**config.mk**
```make
export PLATFORM = sky130hd
export DESIGN_NAME = fo_generator
export DESIGN_NICKNAME = d
export VERILOG_FILES = /design/src/rtl/fo_generator.sv
export SDC_FILE = /design/constraint.sdc
export NUM_CORES = 1
export LEC_CHECK = 0
export ABC_AREA = 1
export CORE_MARGIN = 8
export CORE_UTILIZATION = 48
export CTS_BUF_LIST = sky130_fd_sc_hd__clkbuf_16
export DETAILED_ROUTE_END_ITERATION = 7
export GPL_ROUTABILITY_DRIVEN = 0
export PLACE_DENSITY = 0.66
export SETUP_SLACK_MARGIN = 0.02
export SLEW_MARGIN = 20
export SYNTH_ARGS = -nofsm -noshare
export SYNTH_HDL_FRONTEND = slang
export SYNTH_SLANG_ARGS = --single-unit
```
**constraint.sdc**
```tcl
create_clock -name clk -period 11.8 [get_ports clk]
set_input_delay 1.18 -clock clk [delete_from_list [all_inputs] [get_ports clk]]
set_output_delay 1.18 -clock clk [all_outputs]
set_load 0.03 [all_outputs]
```
**src/rtl/fo_generator.sv**
```systemverilog
// -----------------------------------------------------------------------------
// fo_generator
//
// Feeds the largest/duplicate element detector of the comparison-free sorting
// engine.
//
// Operation:
//   1. Loads ELEMENT_NUM unsigned elements, one per accepted beat.
//   2. Walks the value space downwards, from all-ones to zero.
//   3. For every value still held by one or more unsorted elements, it emits
//      one FO mask. Bit i of the mask is set when element i holds that value.
//   4. It does not issue the next mask until the detector has drained the
//      current one. As a result, elements leave in descending order.
//
// Ports:
//   clk         rising-edge clock
//   rst         asynchronous, active-high reset
//   load_valid  load_data carries a valid element
//   load_data   element written at the current load index
//   load_ready  high while loading; a beat is taken on load_valid && load_ready
//   ldd_busy    detector still holds FO bits (detector out_valid)
//   fo_valid    one-cycle pulse qualifying FO / fo_value (detector in_valid)
//   FO          match mask for fo_value
//   fo_value    value shared by every element flagged in FO
//   done        one-cycle pulse once the last mask has drained
// -----------------------------------------------------------------------------
module fo_generator #(
    parameter int ELEMENT_NUM      = 16,
    parameter int LOG2_ELEMENT_NUM = 4,
    parameter int DATA_WIDTH       = 8
) (
    input  logic                        clk,
    input  logic                        rst,
    input  logic                        load_valid,
    input  logic [DATA_WIDTH-1:0]       load_data,
    output logic                        load_ready,
    input  logic                        ldd_busy,
    output logic                        fo_valid,
    output logic [ELEMENT_NUM-1:0]      FO,
    output logic [DATA_WIDTH-1:0]       fo_value,
    output logic                        done
);

    typedef enum logic [2:0] {
        ST_LOAD  = 3'd0,
        ST_SCAN  = 3'd1,
        ST_ISSUE = 3'd2,
        ST_WAIT  = 3'd3,
        ST_DONE  = 3'd4
    } state_t;

    localparam logic [LOG2_ELEMENT_NUM-1:0] LAST_IDX  = LOG2_ELEMENT_NUM'(ELEMENT_NUM - 1);
    localparam logic [LOG2_ELEMENT_NUM-1:0] IDX_ONE   = {{(LOG2_ELEMENT_NUM-1){1'b0}}, 1'b1};
    localparam logic [DATA_WIDTH-1:0]       VAL_ONES  = {DATA_WIDTH{1'b1}};
    localparam logic [DATA_WIDTH-1:0]       VAL_ZERO  = {DATA_WIDTH{1'b0}};
    localparam logic [DATA_WIDTH-1:0]       VAL_ONE   = {{(DATA_WIDTH-1){1'b0}}, 1'b1};
    localparam logic [ELEMENT_NUM-1:0]      MASK_ZERO = {ELEMENT_NUM{1'b0}};

    state_t                      state_q;
    logic [LOG2_ELEMENT_NUM-1:0] load_idx_q;
    logic [ELEMENT_NUM-1:0]      remaining_q;
    logic [DATA_WIDTH-1:0]       scan_cnt_q;
    logic [DATA_WIDTH-1:0]       scan_cnt_dec_d;
    logic                        wait_first_q;
    logic [DATA_WIDTH-1:0]       elem_q [ELEMENT_NUM];
    logic                        load_ready_q;
    logic                        fo_valid_q;
    logic [ELEMENT_NUM-1:0]      fo_q;
    logic [DATA_WIDTH-1:0]       fo_value_q;
    logic                        done_q;
    logic [ELEMENT_NUM-1:0]      match_s;

    assign load_ready     = load_ready_q;
    assign fo_valid       = fo_valid_q;
    assign FO             = fo_q;
    assign fo_value       = fo_value_q;
    assign done           = done_q;
    assign scan_cnt_dec_d = scan_cnt_q - VAL_ONE;

    // Elements still waiting to be issued that hold the value under scan
    always_comb begin
        match_s = MASK_ZERO;
        for (int i = 0; i < ELEMENT_NUM; i++) begin
            match_s[i] = remaining_q[i] && (elem_q[i] == scan_cnt_q);
        end
    end

    // Sort FSM: element storage, scan counter and registered outputs
    always_ff @(posedge clk or posedge rst) begin
        if (rst) begin
            state_q      <= ST_LOAD;
            load_idx_q   <= {LOG2_ELEMENT_NUM{1'b0}};
            remaining_q  <= MASK_ZERO;
            scan_cnt_q   <= VAL_ONES;
            wait_first_q <= 1'b0;
            load_ready_q <= 1'b1;
            fo_valid_q   <= 1'b0;
            fo_q         <= MASK_ZERO;
            fo_value_q   <= VAL_ZERO;
            done_q       <= 1'b0;
            for (int i = 0; i < ELEMENT_NUM; i++) begin
                elem_q[i] <= VAL_ZERO;
            end
        end else begin
            case (state_q)
                ST_LOAD: begin
                    if (load_valid) begin
                        elem_q[load_idx_q]      <= load_data;
                        remaining_q[load_idx_q] <= 1'b1;
                        if (load_idx_q == LAST_IDX) begin
                            load_idx_q   <= {LOG2_ELEMENT_NUM{1'b0}};
                            scan_cnt_q   <= VAL_ONES;
                            load_ready_q <= 1'b0;
                            state_q      <= ST_SCAN;
                        end else begin
                            load_idx_q <= load_idx_q + IDX_ONE;
                        end
                    end
                end
                ST_SCAN: begin
                    // While anything remains, some value at or below scan_cnt
                    // must match, so the counter never wraps here.
                    if (match_s != MASK_ZERO) begin
                        fo_q       <= match_s;
                        fo_value_q <= scan_cnt_q;
                        fo_valid_q <= 1'b1;
                        state_q    <= ST_ISSUE;
                    end else begin
                        scan_cnt_q <= scan_cnt_dec_d;
                    end
                end
                ST_ISSUE: begin
                    fo_valid_q   <= 1'b0;
                    remaining_q  <= remaining_q & ~fo_q;
                    wait_first_q <= 1'b1;
                    state_q      <= ST_WAIT;
                    if (scan_cnt_q != VAL_ZERO) begin
                        scan_cnt_q <= scan_cnt_dec_d;
                    end
                end
                ST_WAIT: begin
                    // The detector raises busy one cycle after fo_valid, so the
                    // first WAIT cycle cannot trust ldd_busy.
                    if (wait_first_q) begin
                        wait_first_q <= 1'b0;
                    end else if (!ldd_busy) begin
                        if (remaining_q == MASK_ZERO) begin
                            done_q  <= 1'b1;
                            state_q <= ST_DONE;
                        end else begin
                            state_q <= ST_SCAN;
                        end
                    end
                end
                ST_DONE: begin
                    done_q       <= 1'b0;
                    load_ready_q <= 1'b1;
                    state_q      <= ST_LOAD;
                end
                default: begin
                    fo_valid_q   <= 1'b0;
                    done_q       <= 1'b0;
                    load_ready_q <= 1'b1;
                    load_idx_q   <= {LOG2_ELEMENT_NUM{1'b0}};
                    state_q      <= ST_LOAD;
                end
            endcase
        end
    end

endmodule

```
==> impl_metrics.toml <==
[outcome]
outcome = "finished, final reports clean"

[synthesis]
yosys.area.top_type = "dfrtp_1"
synth_edf_count = 0
ys_top_cells_by_count = "466 x nand2_1, 178 x dfrtp_1, 145 x o21ai_0, 129 x nor2_1, 115 x inv_1"
synthFlopType = "dfrtp_1"
seq_area_frac_synth_pct = 49.43
avgSynthCellArea_um2 = 7.454
synthCells = 1273
synth_top_area_share_pct = 46.94
yosysMostFrequentCell = "nand2_1"
synth-seq-cells = 187
synth_fp_nets = 1290
synth.area.top_cells = "dfrtp_1 47%, nand2_1 18%, o21ai_0 7.6%"
ys.warnings.count = 0
yosys.cell_types.count = 36
synthArstFlopShare_pct = 100.0
synth_area_mm2 = 0.009489

[timing]
fmax_mhz = 294.0
hold_slack_ps = 474.0
clock_skew_ps = 9.956
grt_setup_unrepaired = "no"
maxSlewHeadroom_pct = 31.68
fin_crit_ps = 3401
setup_violations = 0
fin_crit_sh_pct = 28.82
tns_ps = 0
slew_viol_final = 0
finalHoldViolCount = 0
worst_pin_slew_ps = 1019

[route]
drt-total-wl_mm = 28.73
antenna_left = 0
vias_per_cell = 5.347
drt_drc_violations_left = 0
wl_per_cell_um = 18.49
drt_pre_antenna_iters = 5
via_count = 8310
drt_iter0_drc = 811

[worst_setup_path]
required_ps = 12170
crit_fanout = 42
critPathArrivalTime_ps = 3770
endpoint_kind = "flip-flop"
critPathKind = "reg -> reg"
cp-start-kind = "flip-flop"

[power]
clkPwrFrac_pct = 19.3
power.internal_mw = 1.693
ir_drop_v = 0.0001263
seqPwrFrac_pct = 41.5
p_leak_nw = 5.146
p_sw_share_pct = 44.07
p_per_area_mw_per_mm2 = 288.4
power.switching_mw = 1.334
pwr-share-comb_pct = 39.2

[place]
dpl_cell_area_mm2 = 0.009916
hpwl_mm = 17.42
dpl.cell_count = 1522
io_buffers = 38

[die]
die_w_um = 156.6
core-area_mm2 = 0.01946
dieArea_mm2 = 0.02452
core.rowCount = 51
ios = 39
start_util_pct = 48.76
die_h_um = 156.6

[cts]
cts_sinks = 187
clockBufferDepth = 2
clk_latency_ps = 440
post_cts_buffers = 0
cts.repair.resized = 0
cts_inserted_buffers = 17
ctsRootBufferMaster = "clkbuf_16"
clk_pin_slew_ps = 70
ctsHoldBuffers = 0
cts_tree = "built"
htreeDepth = 4

[final_layout]
nets = 1293
area_growth_pct = 10.64
drive_gt1_share_pct = 4.500
fin_area_mm2 = 0.01050
fin_cells = 1554
diodes = 0

[global_route]
grt_max_degree = 129
track_usage_pct = 24.32
grt_overflow = 0
grt_pass1_wl_mm = 44.73
antenna_found_initial = 0
grt_pass1_vias = 7742

[worst_hold_path]
hold_path_class = "reg -> reg"

[flow_run]
maxCapViolCount = 0
==> power by group through the flow <==
| stage | logic, mW | clock network (mW) | registers, mW |
|---|---|---|---|
| final | 1.19 | 0.585 | 1.26 |
| after global routing | 1.35 | 0.617 | 1.28 |
| after CTS | 1.18 | 0.589 | 1.24 |
| after floorplan | 0.934 | 0 | 1.13 |
| after global placement | 1.15 | 0 | 1.25 |
| after detailed placement | 1.18 | 0 | 1.25 |
==> per-layer routing <==
metal | track usage (%) | wire length [um]
met1 | 32.82 | 12600
met2 | 37.87 | 12960
met3 | 4.330 | 2305
met4 | 10.39 | 867
met5 | 0 | 0
==> flip-flops by register name, summed over array words and instances, names as in the netlist <==
name and count:
elem_q 128, load_ready 1, wait_first_q 1, fo_valid 1, fo_value 8, scan_cnt_q 8
remaining_q 16, load_idx_q 4, state_q 3, done 1, FO 16
==> placed cells by master (no fill, tap or decap), types with 2 or more instances in the layout <==
master and count:
nand2_1 466, dfrtp_1 178, o21ai_0 145, nor2_1 129, inv_1 116, nand3_1 60, clkdlybuf4s50_1 38, xnor2_1 24
o21ai_1 20, clkbuf_16 17, nand4_1 11, a21oi_1 10, inv_2 9, dfstp_2 9, nand3b_1 6, clkinv_1 5
nor4_1 5, ha_1 5, a21boi_0 4, bufinv_16 3, clkinvlp_4 3, nor2_2 2, nor3_2 2, a21o_1 2
or2_1 2, nand2_4 2, buf_4 2
==> kinds of logic (layout without fill, tap and decap cells) <==
family,after synthesis,after routing,share of synthesized area [%]
AOI/OAI and AO/OA,185,185,10.13
DFF,187,187,49.43
xor gates and xnor gates,24,24,2.215
buffers and inverters,182,198,8.254
and+or+nand+nor,690,690,29.31
adders and majority gates,5,5,0.6593
==> critical path: stages (launching register included) <==
cell     delay, ps
dfstp_2        880
inv_2          400
or2_2          370
nand4_1         90
nor2_1         100
nor2_1         140
nand2_1         90
nor2_2         160
nand2_4        190
nand2_4        460
nand2_2        230
nand2_1        130
nand2_1         70
==> through the flow <==
step,power (mW),setup WS [ps],util (%)
6_report,3.027,8399,53.94
5_1_grt,3.255,8207,53.94
4_1_cts,3.015,8474,53.94
3_5_place_dp,2.423,8300,50.95
3_3_place_gp,2.398,8329,50.95
2_1_floorplan,2.064,5549,-
==> area by class of cell <==
class	count	area, um2
fillers	1885	8964
flip-flops and latches	187	4691
multi-input cells	904	4015
inverters	126	483.0
clock buffers	17	425.4
repair buffers	40	395.4
well taps	265	331.6
clock inverters	15	157.7
==> worst paths after layout <==
kind | start | to | slack (ps) | depth (start not counted)
worst min register to register | fo_valid | fo_valid | 470 | 2
min in group asynchronous | rst | elem_q[12] | 1330 | 2
max in group asynchronous | rst | elem_q[117] | 9140 | 3
worst max register to register | scan_cnt_q[1] | scan_cnt_q[5] | 8400 | 12
worst max-delay path | scan_cnt_q[1] | scan_cnt_q[5] | 8400 | 12
worst min-delay path | fo_valid | fo_valid | 470 | 2
Power figures use the tool's default switching activity.
